--- src/rtl/mini_aie_pkg.sv ---
// mini-AIE 2x2 CGRA tile: shared constants, opcodes and saturation helper.
// Optional build macro: MINI_AIE_RELU_EN (ReLU applied to READ data).
package mini_aie_pkg;

  localparam int DATA_W = 8;
  localparam int ACC_W  = 16;
  localparam int SUM_W  = 18;

  localparam logic [2:0] OP_NOP    = 3'd0;
  localparam logic [2:0] OP_WLOAD  = 3'd1;
  localparam logic [2:0] OP_XIN    = 3'd2;
  localparam logic [2:0] OP_RUN    = 3'd3;
  localparam logic [2:0] OP_CLRACC = 3'd4;
  localparam logic [2:0] OP_READ   = 3'd5;

  localparam logic signed [SUM_W-1:0] SAT_MAX = 18'sd32767;
  localparam logic signed [SUM_W-1:0] SAT_MIN = -18'sd32768;

  typedef enum logic {
    ST_IDLE,
    ST_CASCADE
  } state_t;

  typedef struct packed {
    logic             ovf;
    logic [ACC_W-1:0] val;
  } sat_t;

  // Clamp an 18-bit sum into the 16-bit accumulator range.
  function automatic sat_t sat_acc(input logic signed [SUM_W-1:0] s);
    sat_t r;
    if (s > SAT_MAX) begin
      r.val = 16'h7FFF;
      r.ovf = 1'b1;
    end else if (s < SAT_MIN) begin
      r.val = 16'h8000;
      r.ovf = 1'b1;
    end else begin
      r.val = s[ACC_W-1:0];
      r.ovf = 1'b0;
    end
    return r;
  endfunction

endpackage

--- src/rtl/mini_aie_col.sv ---
// mini-AIE column: two weights, row-0 product pipeline register and
// saturating accumulator for one output column.
module mini_aie_col
  import mini_aie_pkg::*;
(
  input  logic                     clk,
  input  logic                     rst,
  input  logic                     w0_we_i,
  input  logic                     w1_we_i,
  input  logic [DATA_W-1:0]        wdata_i,
  input  logic signed [DATA_W-1:0] x0_i,
  input  logic signed [DATA_W-1:0] x1_i,
  input  logic                     st1_i,
  input  logic                     st2_i,
  input  logic                     clr_i,
  output logic signed [ACC_W-1:0]  acc_o,
  output logic                     ovf_o
);

  logic signed [DATA_W-1:0] w0_q;
  logic signed [DATA_W-1:0] w1_q;
  logic signed [ACC_W-1:0]  p_q;
  logic signed [ACC_W-1:0]  acc_q;

  logic signed [ACC_W-1:0]  prod0;
  logic signed [ACC_W-1:0]  prod1;
  logic signed [SUM_W-1:0]  sum;
  sat_t                     sat;

  // Row products, stage-2 sum at 18 bits and clamp.
  always_comb begin
    prod0 = $signed({{DATA_W{x0_i[DATA_W-1]}}, x0_i})
          * $signed({{DATA_W{w0_q[DATA_W-1]}}, w0_q});
    prod1 = $signed({{DATA_W{x1_i[DATA_W-1]}}, x1_i})
          * $signed({{DATA_W{w1_q[DATA_W-1]}}, w1_q});
    sum   = $signed({{2{acc_q[ACC_W-1]}}, acc_q})
          + $signed({{2{p_q[ACC_W-1]}}, p_q})
          + $signed({{2{prod1[ACC_W-1]}}, prod1});
    sat   = sat_acc(sum);
  end

  assign acc_o = acc_q;
  assign ovf_o = st2_i & sat.ovf;

  // Weight storage, row-0 pipeline and accumulator update.
  always_ff @(posedge clk or posedge rst) begin
    if (rst) begin
      w0_q  <= '0;
      w1_q  <= '0;
      p_q   <= '0;
      acc_q <= '0;
    end else begin
      if (w0_we_i) w0_q <= wdata_i;
      if (w1_we_i) w1_q <= wdata_i;
      if (st1_i)   p_q  <= prod0;
      if (clr_i)
        acc_q <= '0;
      else if (st2_i)
        acc_q <= sat.val;
    end
  end

endmodule

--- src/rtl/mini_aie_2x2_core.sv ---
// mini-AIE 2x2 core: command decode, RUN cascade FSM, ovf and READ mux.
// Optional build macro: MINI_AIE_RELU_EN (ReLU applied to READ data).
module mini_aie_2x2_core
  import mini_aie_pkg::*;
(
  input  logic       clk,
  input  logic       rst,
  input  logic       ena,
  input  logic [7:0] ui_in,
  input  logic [7:0] uio_in,
  output logic [7:0] uo_out,
  output logic [7:0] uio_out,
  output logic [7:0] uio_oe
);

  state_t                   state_q;
  logic signed [DATA_W-1:0] x0_q;
  logic signed [DATA_W-1:0] x1_q;
  logic                     ovf_q;
  logic [7:0]               rdata_q;

  logic       accept;
  logic [2:0] op;
  logic [1:0] addr;
  logic       is_wload;
  logic       is_xin;
  logic       is_run;
  logic       is_clr;
  logic       is_read;
  logic       cascade;

  logic signed [ACC_W-1:0] acc0;
  logic signed [ACC_W-1:0] acc1;
  logic                    ovf0;
  logic                    ovf1;
  logic [ACC_W-1:0]        rd_val;
  logic [7:0]              rd_byte;

  logic unused_bits;
  assign unused_bits = ^uio_in[1:0];

  assign op      = uio_in[6:4];
  assign addr    = uio_in[3:2];
  assign cascade = (state_q == ST_CASCADE);
  assign accept  = ena & uio_in[7] & ~cascade;

  // Opcode decode, gated by command acceptance.
  always_comb begin
    is_wload = 1'b0;
    is_xin   = 1'b0;
    is_run   = 1'b0;
    is_clr   = 1'b0;
    is_read  = 1'b0;
    if (accept) begin
      case (op)
        OP_WLOAD:  is_wload = 1'b1;
        OP_XIN:    is_xin   = 1'b1;
        OP_RUN:    is_run   = 1'b1;
        OP_CLRACC: is_clr   = 1'b1;
        OP_READ:   is_read  = 1'b1;
        default:   ;
      endcase
    end
  end

  mini_aie_col u_col0 (
    .clk     (clk),
    .rst     (rst),
    .w0_we_i (is_wload & ~addr[1] & ~addr[0]),
    .w1_we_i (is_wload &  addr[1] & ~addr[0]),
    .wdata_i (ui_in),
    .x0_i    (x0_q),
    .x1_i    (x1_q),
    .st1_i   (is_run),
    .st2_i   (cascade),
    .clr_i   (is_clr),
    .acc_o   (acc0),
    .ovf_o   (ovf0)
  );

  mini_aie_col u_col1 (
    .clk     (clk),
    .rst     (rst),
    .w0_we_i (is_wload & ~addr[1] & addr[0]),
    .w1_we_i (is_wload &  addr[1] & addr[0]),
    .wdata_i (ui_in),
    .x0_i    (x0_q),
    .x1_i    (x1_q),
    .st1_i   (is_run),
    .st2_i   (cascade),
    .clr_i   (is_clr),
    .acc_o   (acc1),
    .ovf_o   (ovf1)
  );

  // READ source: selected accumulator, optionally rectified.
  always_comb begin
    rd_val = addr[1] ? acc1 : acc0;
`ifdef MINI_AIE_RELU_EN
    if (rd_val[ACC_W-1]) rd_val = '0;
`endif
    rd_byte = addr[0] ? rd_val[15:8] : rd_val[7:0];
  end

  // RUN cascade FSM with sticky overflow.
  always_ff @(posedge clk or posedge rst) begin
    if (rst) begin
      state_q <= ST_IDLE;
      ovf_q   <= 1'b0;
    end else begin
      case (state_q)
        ST_IDLE: begin
          if (is_run) state_q <= ST_CASCADE;
          if (is_clr) ovf_q <= 1'b0;
        end
        ST_CASCADE: begin
          state_q <= ST_IDLE;
          ovf_q   <= ovf_q | ovf0 | ovf1;
        end
        default: state_q <= ST_IDLE;
      endcase
    end
  end

  // Activation registers and READ data register.
  always_ff @(posedge clk or posedge rst) begin
    if (rst) begin
      x0_q    <= '0;
      x1_q    <= '0;
      rdata_q <= '0;
    end else begin
      if (is_xin & ~addr[0]) x0_q <= ui_in;
      if (is_xin &  addr[0]) x1_q <= ui_in;
      if (is_read) rdata_q <= rd_byte;
    end
  end

  assign uo_out  = rdata_q;
  assign uio_out = {6'b0, ovf_q, cascade};
  assign uio_oe  = 8'h03;

endmodule

--- config.mk ---
export PLATFORM = sky130hd
export DESIGN_NAME = mini_aie_2x2_core
export DESIGN_NICKNAME = d
export VERILOG_FILES = /design/src/rtl/mini_aie_pkg.sv /design/src/rtl/mini_aie_col.sv /design/src/rtl/mini_aie_2x2_core.sv
export SDC_FILE = /design/constraint.sdc
export NUM_CORES = 1
export LEC_CHECK = 0
export CAP_MARGIN = 10
export CORE_ASPECT_RATIO = 1.4
export CORE_MARGIN = 1.5
export CORE_UTILIZATION = 60
export DETAILED_ROUTE_END_ITERATION = 16
export PLACE_DENSITY = 0.75
export SLEW_MARGIN = 20
export SYNTH_ARGS = -nofsm -noshare
export SYNTH_HDL_FRONTEND = slang
export SYNTH_SLANG_ARGS = --single-unit
--- constraint.sdc ---
create_clock -name clk -period 9.3 [get_ports clk]
set_input_delay 2.325 -clock clk [delete_from_list [all_inputs] [get_ports clk]]
set_output_delay 2.325 -clock clk [all_outputs]
set_load 0.02 [all_outputs]
==> results.sh <==
export IMPL_drc=0
export IMPL_synthFlopType="dfrtp_1"
export IMPL_ys_ff_latch=122
export IMPL_yosysMostFrequentCell="inv_1"
export IMPL_worstPathArrival_ns=7.17
export IMPL_place_congestion=0.883
export IMPL_hold_worst_slack_ns=0.504
export IMPL_initial_utilization_pct=60.8
export IMPL_power_total_mw=6.64
export IMPL_ir_worst_vdd_uv=243
export IMPL_dr_pass1_iters=5
export IMPL_num_rows=74
export IMPL_fin_setup_tns_ns=0
export IMPL_grt_max_degree=78
export IMPL_cts_setup_buffers=0
export IMPL_synth_top_area_cell="fa_1"
export IMPL_fmax_mhz=147
export IMPL_crit_chain="and2_1 > fa_1 > fa_1 > fa_1 > fa_1 > inv_1 > fa_1 > inv_1 > ha_1 > a21oi_1 > nand2_1 > a2111o_1 > a31oi_2 > a211oi_2 > a221oi_2 > nand3_2 > o211ai_1"
export IMPL_wl_per_cell_um=16.1
export IMPL_min_path_type="reg -> reg"
export IMPL_synth_edff_count=0
export IMPL_place_area_sq_mm=0.0181
export IMPL_grt_pass1_wl_mm=60.4
export IMPL_required_ns=9.65
export IMPL_syn_avg_cell_area_sq_um=9.77
export IMPL_die_width_um=148
export IMPL_crit_start="x1_q[7]$_DFFE_PP0P_"
export IMPL_cts_root_buf="clkbuf_16"
export IMPL_holdPathStages=1
export IMPL_final_setup_worst_slack_ns=2.47
export IMPL_async_flop_share_pct=100
export IMPL_setup_viol=0
export IMPL_cp_slowest_stage_delay_ns=0.72
export IMPL_cp_end_kind="flop"
export IMPL_rsz0062_at_grt="no"
export IMPL_period_minus_slack_ns=6.83
export IMPL_synth_seq_area_share_pct=17.3
export IMPL_routed_wl_mm=35.3
export IMPL_hold_start="uo_out[0]$_DFFE_PP0P_"
export IMPL_status="finished clean"
export IMPL_critPathLaunchType="flop"
export IMPL_holdPathEnd="uo_out[0]$_DFFE_PP0P_"
export IMPL_rr_worst_depth=17
export IMPL_htree_num_levels=4
export IMPL_path_max_fanout=17
export IMPL_r2r_start="x1_q[7]$_DFFE_PP0P_"
export IMPL_dp_hpwl_mm=29.6
export IMPL_grt_usage_pct=25.3
export IMPL_timing_final_crit_share_pct=73.4
export IMPL_cts_sinks=122
export IMPL_worstReg2RegEnd="u_col1.acc_o[5]$_DFFE_PP0P_"
export IMPL_io_pins=43
export IMPL_die_area_sq_mm=0.0305
export IMPL_crit_top_cell="fa_1"
export IMPL_cts_buffers=17
export IMPL_grt_pass1_vias=12800
export IMPL_max_cap_violations=0
export IMPL_initialDrtViolationCount=438
export IMPL_fin_area_sq_mm=0.0187
export IMPL_drive_gt1_share_pct=7.40
export IMPL_post_route_util_pct=64.4
export IMPL_crit_slowest_cell="dfrtp_1"
export IMPL_cts_buffer_depth=2
export IMPL_portBuffers=26
export IMPL_finalHoldViolCount=0
export IMPL_r2r_setup_slack_ns=2.47
export IMPL_place_inst=2159
export IMPL_diodes=0
export IMPL_postRouteAntennaNets=0
export IMPL_yosys_cell_types_count=77
export IMPL_yosysTopAreaCellShare_pct=33.5
export IMPL_path_class="reg -> reg"
export IMPL_syn_inst=1808
export IMPL_power_density_mw_per_mm2=354
export IMPL_nets=2265
export IMPL_slew_headroom_pct=34.0
export IMPL_maxSlewViolCount=0
export IMPL_area_delta_synth_final_pct=5.96
export IMPL_die_y_um=206
export IMPL_fillers=2394
export IMPL_multi_input_area_sq_mm=0.0127
export IMPL_fp_coreArea_sq_mm=0.0291
export IMPL_worstMarginPinSlew_ns=0.981
export IMPL_synth_area_top_cells="fa_1 34%, dfrtp_1 17%, ha_1 11%"
export IMPL_synth_common_cells="428 x inv_1, 296 x fa_1, 176 x nand2_1, 152 x ha_1, 127 x and2_1"
export IMPL_ctsResizeCount=0
export IMPL_yosysWarnings=0
export IMPL_path_clk_slew_ns=0.06
export IMPL_gr_total_overflow=0
export IMPL_syn_area_sq_mm=0.0177
export IMPL_insertion_delay_ns=0.44
export IMPL_cts_hold_buf=0
export IMPL_clock_skew_ns=0.00979
export IMPL_dp_worst_setup_slack_ns=2.55
export IMPL_antenna_found_initial=0
export IMPL_leakage_nw=9.55
export IMPL_area_sequential_sq_mm=0.00305
export IMPL_vias=11800
export IMPL_via_per_inst=5.40
export IMPL_finalNonFillerCells=2191
export IMPL_cts_tree="done"
flip-flops by register name (all words and copies together) (netlist names):
| register | count |
|---|---|
| u_col1.w1_q | 8 |
| u_col0.w1_q | 8 |
| uo_out | 8 |
| u_col0.p_q | 16 |
| cascade | 1 |
| x0_q | 8 |
| u_col0.w0_q | 8 |
| u_col1.w0_q | 8 |
| u_col1.p_q | 16 |
| u_col1.acc_o | 16 |
| ovf_q | 1 |
| x1_q | 8 |
| u_col0.acc_o | 16 |
kinds of logic (layout without fill, tap and decap cells):
kind of cell,Yosys count,in the layout,share of synthesized area [%]
AOI/OAI and AO/OA,184,184,7.32
muxes,65,65,4.64
other,2,14,0.0425
adders and majority gates,448,448,44.3
buffers and inverters,500,491,11.2
xor gates and xnor gates,64,64,3.21
and+or+nand+nor,423,423,12.0
DFF,122,122,17.3
cells in the final DEF (no fill, tap or decap), types with 4 or more instances in the layout:
master / instances
o21a_1: 4
nand2b_1: 20
clkdlybuf4s50_1: 26
and3_1: 4
nand3_1: 19
dfrtp_1: 122
o31ai_1: 5
mux2_2: 55
o21bai_1: 6
a221o_1: 11
nor2_1: 36
ha_1: 152
nand2_1: 176
clkbuf_16: 17
a21oi_1: 39
inv_6: 7
and2_1: 127
o21ai_1: 9
a21oi_2: 7
conb_1: 14
xnor2_1: 43
a21o_1: 10
or3_1: 4
nor2b_1: 6
inv_1: 427
o211ai_1: 9
mux4_2: 8
nor3_1: 7
o211ai_2: 6
fa_1: 296
o21ai_0: 42
nand4_1: 4
xor2_1: 20
a22o_1: 4
worst max-delay path: cells and delay by family, from the launching register on:
| family | cells | cell delay [ns] |
|---|---|---|
| flops | 1 | 0.72 |
| simple gates | 3 | 1.14 |
| fa+ha+maj | 6 | 2.87 |
| compound gates | 6 | 1.90 |
| buf+inv | 2 | 0.09 |
how the worst max path moves through the flow:
stage,slack (ns),end,cells past startpoint
global placement,2.65,u_col1.acc_o[5]$_DFFE_PP0P_,19
floorplan,3.52,u_col0.acc_o[10]$_DFFE_PP0P_,19
global route,2.15,u_col1.acc_o[9]$_DFFE_PP0P_,19
detailed placement,2.55,u_col1.acc_o[5]$_DFFE_PP0P_,17
CTS,2.52,u_col1.acc_o[5]$_DFFE_PP0P_,19
finish,2.47,u_col1.acc_o[5]$_DFFE_PP0P_,17
area by class of cell:
| cell class | instances | share of cell area [%] |
|---|---|---|
| flip-flops and latches | 122 | 16.3 |
| multi-input cells | 1198 | 67.8 |
| well taps | 380 | 2.54 |
| inverters | 430 | 8.63 |
| clock buffers | 17 | 2.27 |
| clock inverters | 15 | 0.949 |
| repair buffers | 29 | 1.51 |
routing by layer:
metal	track usage, %	vias to the layer above	wire length (um)
met5	0	-	0
met4	10.6	0	1270
met3	3.09	81	1070
met2	47.1	232	18800
met1	29.4	6003	14200
li1	-	5513	-
report_power, final:
part,switching [mW],internal [mW],total [mW],leakage (nW)
logic,2.89,2.12,5.01,7.68
clock network,0.291,0.405,0.697,0.288
registers,0.246,0.687,0.933,1.58
total,3.43,3.21,6.64,9.55
Power figures use the tool's default switching activity.
